--- src/rtl/clock_div_pkg.sv ---
// Shared constants and helpers for the clock_divider slice: the phase split
// and counter width are both derived from the division ratio.
package clock_div_pkg;

  localparam int CLK_DIV_DEFAULT = 10000;

  // Number of reference cycles spent low in each output period (ceil(D/2)).
  function automatic int clk_div_low(input int divisor);
    return divisor - (divisor / 2);
  endfunction

  // Counter width able to hold 0..divisor-1, never narrower than one bit.
  function automatic int clk_div_cnt_w(input int divisor);
    int w;
    w = $clog2(divisor);
    if (w < 1) begin
      w = 1;
    end else begin
      w = w;
    end
    return w;
  endfunction

endpackage

--- src/rtl/clock_div_counter.sv ---
// Modulo-DIVISOR up-counter with asynchronous active-low reset.
// o_wrap flags the terminal count (DIVISOR-1); the next edge returns to 0.
module clock_div_counter
  import clock_div_pkg::*;
#(
  parameter int DIVISOR = CLK_DIV_DEFAULT,
  parameter int CNT_W   = clk_div_cnt_w(DIVISOR)
) (
  input  logic             clk_in,
  input  logic             rst_n,
  output logic [CNT_W-1:0] o_cnt,
  output logic             o_wrap
);

  localparam logic [CNT_W-1:0] CNT_MAX = CNT_W'(DIVISOR - 1);

  logic [CNT_W-1:0] r_cnt;
  logic [CNT_W-1:0] w_cnt_next;
  logic             w_wrap;

  // Terminal-count detect and next-count selection; never counts past DIVISOR-1.
  always_comb begin
    w_wrap     = (r_cnt == CNT_MAX);
    w_cnt_next = {CNT_W{1'b0}};
    if (w_wrap) begin
      w_cnt_next = {CNT_W{1'b0}};
    end else begin
      w_cnt_next = r_cnt + CNT_W'(1);
    end
  end

  // Count register, cleared immediately by reset.
  always_ff @(posedge clk_in or negedge rst_n) begin
    if (!rst_n) begin
      r_cnt <= {CNT_W{1'b0}};
    end else begin
      r_cnt <= w_cnt_next;
    end
  end

  assign o_cnt  = r_cnt;
  assign o_wrap = w_wrap;

endmodule

--- src/rtl/clock_divider.sv ---
// Integer clock divider: produces a registered square wave of period
// DIVISOR reference cycles (low for ceil(D/2), high for floor(D/2)).
// Optional feature macro CLOCK_DIV_TICK_EN adds clk_tick, a one-cycle strobe
// in the cycle right after the counter wraps (i.e. as clk_out falls).
module clock_divider
  import clock_div_pkg::*;
#(
  parameter int DIVISOR = CLK_DIV_DEFAULT,
  parameter int CNT_W   = clk_div_cnt_w(DIVISOR)
) (
  input  logic clk_in,
  input  logic rst,
`ifdef CLOCK_DIV_TICK_EN
  output logic clk_tick,
`endif
  output logic clk_out
);

  localparam int               LOW     = clk_div_low(DIVISOR);
  localparam logic [CNT_W-1:0] LOW_CNT = CNT_W'(LOW);

  if (DIVISOR < 2) begin : g_bad_divisor
    $error("clock_divider: DIVISOR must be at least 2");
  end

  logic [CNT_W-1:0] w_cnt;
  logic [CNT_W-1:0] w_cnt_next;
  logic             w_wrap;
  logic             w_out_next;
  logic             r_clk_out;

  clock_div_counter #(
    .DIVISOR(DIVISOR),
    .CNT_W  (CNT_W)
  ) u_counter (
    .clk_in(clk_in),
    .rst_n (rst),
    .o_cnt (w_cnt),
    .o_wrap(w_wrap)
  );

  // Output level is decided from the count the next edge will load, so the
  // flop changes in the same edge as the counter (one register stage).
  always_comb begin
    w_cnt_next = {CNT_W{1'b0}};
    if (w_wrap) begin
      w_cnt_next = {CNT_W{1'b0}};
    end else begin
      w_cnt_next = w_cnt + CNT_W'(1);
    end
    w_out_next = (w_cnt_next >= LOW_CNT);
  end

  // Glitch-free output flop; forced low at once by reset.
  always_ff @(posedge clk_in or negedge rst) begin
    if (!rst) begin
      r_clk_out <= 1'b0;
    end else begin
      r_clk_out <= w_out_next;
    end
  end

  assign clk_out = r_clk_out;

`ifdef CLOCK_DIV_TICK_EN
  logic r_tick;

  // Period-start strobe: high for the single cycle following the wrap edge.
  always_ff @(posedge clk_in or negedge rst) begin
    if (!rst) begin
      r_tick <= 1'b0;
    end else begin
      r_tick <= w_wrap;
    end
  end

  assign clk_tick = r_tick;
`endif

endmodule

--- config.mk ---
export PLATFORM = sky130hd
export DESIGN_NAME = clock_divider
export DESIGN_NICKNAME = d
export VERILOG_FILES = /design/src/rtl/clock_div_pkg.sv /design/src/rtl/clock_div_counter.sv /design/src/rtl/clock_divider.sv
export SDC_FILE = /design/constraint.sdc
export NUM_CORES = 1
export LEC_CHECK = 0
export CORE_UTILIZATION = 35
export CTS_CLUSTER_DIAMETER = 150
export DETAILED_ROUTE_END_ITERATION = 7
export GPL_ROUTABILITY_DRIVEN = 0
export PLACE_DENSITY = 0.48
export SETUP_SLACK_MARGIN = 0.1
export SYNTH_ARGS = -nofsm -noshare
export SYNTH_HDL_FRONTEND = slang
export SYNTH_SLANG_ARGS = --single-unit
--- constraint.sdc ---
create_clock -name clk_in -period 2.1 [get_ports clk_in]
set_input_delay 0.42 -clock clk_in [delete_from_list [all_inputs] [get_ports clk_in]]
set_output_delay 0.42 -clock clk_in [all_outputs]
set_load 0.005 [all_outputs]
**Yosys cells after proc, flatten, opt, wreduce, memory -nomap -nowiden**

Cells that the tools add are included.

- Register bits: 15
- Word-level logic and storage cells: 6

- $add $sub $neg: 1
- Order comparisons: 1
- Eq/ne operators: 1
- Multiplexer cells: 1

Operators by type and width:

| kind | count |
|---|---|
| 14-bit by 1-bit adder with 14-bit output, second input constant | 1 |
| 14-bit == test, second input constant | 1 |
| 14-bit by 13-bit greater-or-equal comparator with 1-bit output, second input constant | 1 |
| 14-bit 2-to-1 mux | 1 |

**Depth between registers and ports, before layout**

- Word-level depth: 3
- Mapped depth: 7
- Depth with buffers taken out: 6

**Hierarchy**

A second synthesis with hierarchy kept.

- Cell total of the unflattened synthesis: 95
- Area, all modules: 918.4 um^2

Modules (own cells, without submodules):

| module | times used | cells each | area each (um^2) |
|---|---|---|---|
| clock_div_counter | 1 | 62 | 668.1 |
| clock_divider | 1 | 33 | 250.2 |

**Least setup slack after synthesis**

Ideal clock, no wire load.

- Path kind: register -> register
- From: reg u_counter.r_cnt[5], in the netlist u_counter.o_cnt[5]
- To: reg r_clk_out, in the netlist clk_out
- Data arrival time: 1706 ps
- Slack: 258 ps
- Cell stages (with the launch flop): 7
- Path buffers: 1
- Period minus slack after synthesis: 1842 ps
- Cell sequence: dfrtp_1 > buf_6 > or4b_4 > nor4_4 > o22ai_1 > o32ai_1 > o211ai_1

- Cells in the longest elaborated chain, start to end: 3
- Elaborated cells on any way between the ends: 4
- Classes of those cells: 1 x add/sub; 1 x order compare; 1 x eq/ne; 1 x mux

RTL lines:

| what | line | source |
|---|---|---|
| start, declared | clock_div_counter.sv:17 | `logic [CNT_W-1:0] r_cnt;` |
| start signal, assigned | clock_div_counter.sv:35 | `r_cnt <= {CNT_W{1'b0}};` |
| start signal, assigned | clock_div_counter.sv:37 | `r_cnt <= w_cnt_next;` |
| 14-bit by 1-bit adder with 14-bit output / 14-bit == test (equally long branches) | clock_divider.sv:49, clock_div_counter.sv:23 |  |
| 14-bit 2-to-1 mux * | clock_divider.sv:46 | `if (w_wrap) begin` |
| 14-bit by 13-bit greater-or-equal comparator with 1-bit output * | clock_divider.sv:51 | `w_out_next = (w_cnt_next >= LOW_CNT);` |
| via w_out_next | clock_divider.sv:29 | `logic w_out_next;` |
| end signal, assigned | clock_divider.sv:59 | `r_clk_out <= w_out_next;` |
| end, declared | clock_divider.sv:30 | `logic r_clk_out;` |

Mark *: on every way through the listed nets, which the timed path passes. The rest lies on a longest branch.

**Worst setup path in the final report**

- From: reg u_counter.r_cnt[4], in the netlist u_counter.o_cnt[4]
- To: reg r_clk_out, in the netlist clk_out

- Cells in the longest elaborated chain, start to end: 3
- Elaborated cells on any way between the ends: 4
- Classes of those cells: 1 x add/sub; 1 x order compare; 1 x eq/ne; 1 x mux

RTL lines:

| what | line | source |
|---|---|---|
| 14-bit by 1-bit adder with 14-bit output / 14-bit == test (equally long branches) | -- |  |
| 14-bit 2-to-1 mux * | -- |  |
| via u_counter.w_cnt_next[9] | clock_div_counter.sv:18 | `logic [CNT_W-1:0] w_cnt_next;` |
| 14-bit by 13-bit greater-or-equal comparator with 1-bit output * | clock_divider.sv:51 |  |
| via w_out_next | clock_divider.sv:29 |  |

Marked as above.

==> results.sh <==
export IMPL_status="completed"
export IMPL_cts_tree="built"
export IMPL_fin_nets=113
export IMPL_synth_common_cells="dfrtp_1 (15), nand2_1 (8), nand3_1 (7)"
export IMPL_whs_ns=0.445
export IMPL_rows=18
export IMPL_hp_class="in2async"
export IMPL_seqCellArea_sq_um=378
export IMPL_grt_pass1_vias=764
export IMPL_fmax_ghz=0.527
export IMPL_gr_total_overflow=0
export IMPL_ys_seq_elements=15
export IMPL_fp_dieH_um=53.1
export IMPL_drc=0
export IMPL_path_max_fanout=4
export IMPL_p_per_area_nw_per_um2=432
export IMPL_worstPathRequired_ns=2.25
export IMPL_post_synth_num_cell_types=40
export IMPL_die_x_um=53.1
export IMPL_timing_rr_end="clk_out"
export IMPL_end_kind="flip-flop"
export IMPL_setup_viol_count_final=0
export IMPL_grt_max_degree=16
export IMPL_drt_pass1_iter_count=4
export IMPL_postSynthNetCount=99
export IMPL_vias=794
export IMPL_synth_most_common_cell="dfrtp_1"
export IMPL_vias_per_cell=5.71
export IMPL_max_cap_viol_count=0
export IMPL_final_core_util=0.433
export IMPL_timing_slew_headroom=0.748
export IMPL_wl_per_cell_um=15.0
export IMPL_ys_flop_type="dfrtp_1"
export IMPL_clkTransAtPathRegs_ns=0.09
export IMPL_dr_first_iter_drc_count=22
export IMPL_multi_input_area_sq_um=510
export IMPL_worst_clock_skew_ns=0.00402
export IMPL_dieArea_sq_um=2820
export IMPL_initial_core_util=0.369
export IMPL_r2r_start="u_counter.o_cnt[4]"
export IMPL_dp_cells=134
export IMPL_final_hold_violation_count=0
export IMPL_rrSetupSlack_ns=0.20
export IMPL_synth_cells=96
export IMPL_yosys_area_top_type_share=0.410
export IMPL_start_kind="flip-flop"
export IMPL_antennaDiodeCount=0
export IMPL_finalWirelength_um=2090
export IMPL_rsz0062_at_grt="false"
export IMPL_synth_area_leader_cell="dfrtp_1"
export IMPL_criticalPathCategory="reg2reg"
export IMPL_antenna_found_initial=0
export IMPL_crit_arrival_ns=2.05
export IMPL_p_leak_uw=0.000440
export IMPL_ys_top_cells_by_area="dfrtp_1 (41%), nor4_1 (4.1%), nand3_1 (3.8%)"
export IMPL_cts_num_sinks=15
export IMPL_peakVddDrop_uv=496
export IMPL_htree_levels=1
export IMPL_syn_to_final_growth_pct=17.4
export IMPL_grt_pass1_wl_um=3630
export IMPL_seq_area_frac_synth=0.410
export IMPL_crit_start="u_counter.o_cnt[4]"
export IMPL_nFillCells=252
export IMPL_reg2reg_depth=6
export IMPL_clkLatencyLatePin_ns=0.28
export IMPL_port_buffers=2
export IMPL_critPathCapture="clk_out"
export IMPL_finalCritPeriodShare=0.904
export IMPL_final_layout_size_suffix_gt1_frac=0.239
export IMPL_synth_edf_count=0
export IMPL_async_reset_ff_frac=1.00
export IMPL_cts_buffer_depth=2
export IMPL_final_cells=139
export IMPL_yosys_warnings=0
export IMPL_power_uw=464
export IMPL_finalSetupTns_ns=0
export IMPL_hpwl_um=1590
export IMPL_slew_viol_final=0
export IMPL_min_period_ns=1.90
export IMPL_grt_util_all_layers=0.181
export IMPL_ctsRootBufferMaster="clkbuf_4"
export IMPL_ioPinCount=3
export IMPL_numCtsBuffers=3
export IMPL_syn_area_sq_um=915
export IMPL_syn_avg_cell_area_sq_um=9.53
export IMPL_core_sq_um=2480
export IMPL_worst_pin_slew_ns=0.374
export IMPL_antenna_left=0
power by group:
part | switching, uW | internal, uW
combinational | 5.95 | 2.85
sequential | 0 | 289
clock | 92.7 | 73.6
total | 98.7 | 365
cell usage in the layout (no fill, tap or decap), drive strengths merged, types with 3 or more instances in the layout:
cell type,netlist,layout
dfrtp,15,15
buf,3,11
nand2,8,8
nand3,7,7
nor4,7,7
inv,5,5
nor3,5,5
nor2,4,4
nand4,4,4
clkbuf,1,4
and3,3,3
xnor2,3,3
o211ai,3,3
a21oi,3,3
worst max-delay path, stage by stage, from the launching register on:
cell,delay (ns)
dfrtp_1,0.44
or4b_4,0.59
nor4_4,0.30
buf_4,0.17
a21oi_2,0.03
o211ai_1,0.13
o211ai_1,0.11
final cells by class:
| cell class | instances | share of cell area |
|---|---|---|
| Sequential cell | 15 | 0.352 |
| Multi-Input combinational cell | 72 | 0.476 |
| Clock buffer | 4 | 0.0245 |
| Timing Repair Buffer | 13 | 0.0956 |
| Inverter | 5 | 0.0175 |
| Tap cell | 30 | 0.0350 |
metrics by stage:
stage          setup WS, ns  instance area, sq um
2_1_floorplan         0.258                   915
3_3_place_gp          0.216                  1020
3_5_place_dp          0.198                  1020
4_1_cts               0.151                  1050
5_1_grt               0.109                  1070
6_report              0.202                  1070
sequential cells by signal, summed over array words and instances, names as in the netlist:
name	cells
u_counter.o_cnt	14
clk_out	1
per-layer routing:
| metal | part of all wire | GRT usage |
|---|---|---|
| met1 | 0.51 | 0.261 |
| met2 | 0.44 | 0.272 |
| met3 | 0.036 | 0.0345 |
| met4 | 0.012 | 0.0526 |
| met5 | 0 | 0 |
worst min-delay path by stage:
stage | endpoint | slack [ns] | depth (start not counted)
floorplan | clk_out | 0.12 | 0
global placement | u_counter.o_cnt[0] | 0.54 | 2
detailed placement | u_counter.o_cnt[0] | 0.54 | 2
CTS | u_counter.o_cnt[9] | 0.46 | 2
global route | u_counter.o_cnt[4] | 0.48 | 2
finish | u_counter.o_cnt[2] | 0.45 | 2
kinds of logic after synthesis:
family	synth area share
AOI/OAI and AO/OA	0.149
DFF	0.410
and+or+nand+nor	0.328
buffers and inverters	0.0506
adders and majority gates	0.0137
xor gates and xnor gates	0.0479
repair_timing:
action	in CTS	in global routing
setup buffers	0	1
endpoints found under the setup margin	0	1
gates resized for setup	0	5
hold buffers	0	0
Note: power is estimated with default switching activity, not from simulation.
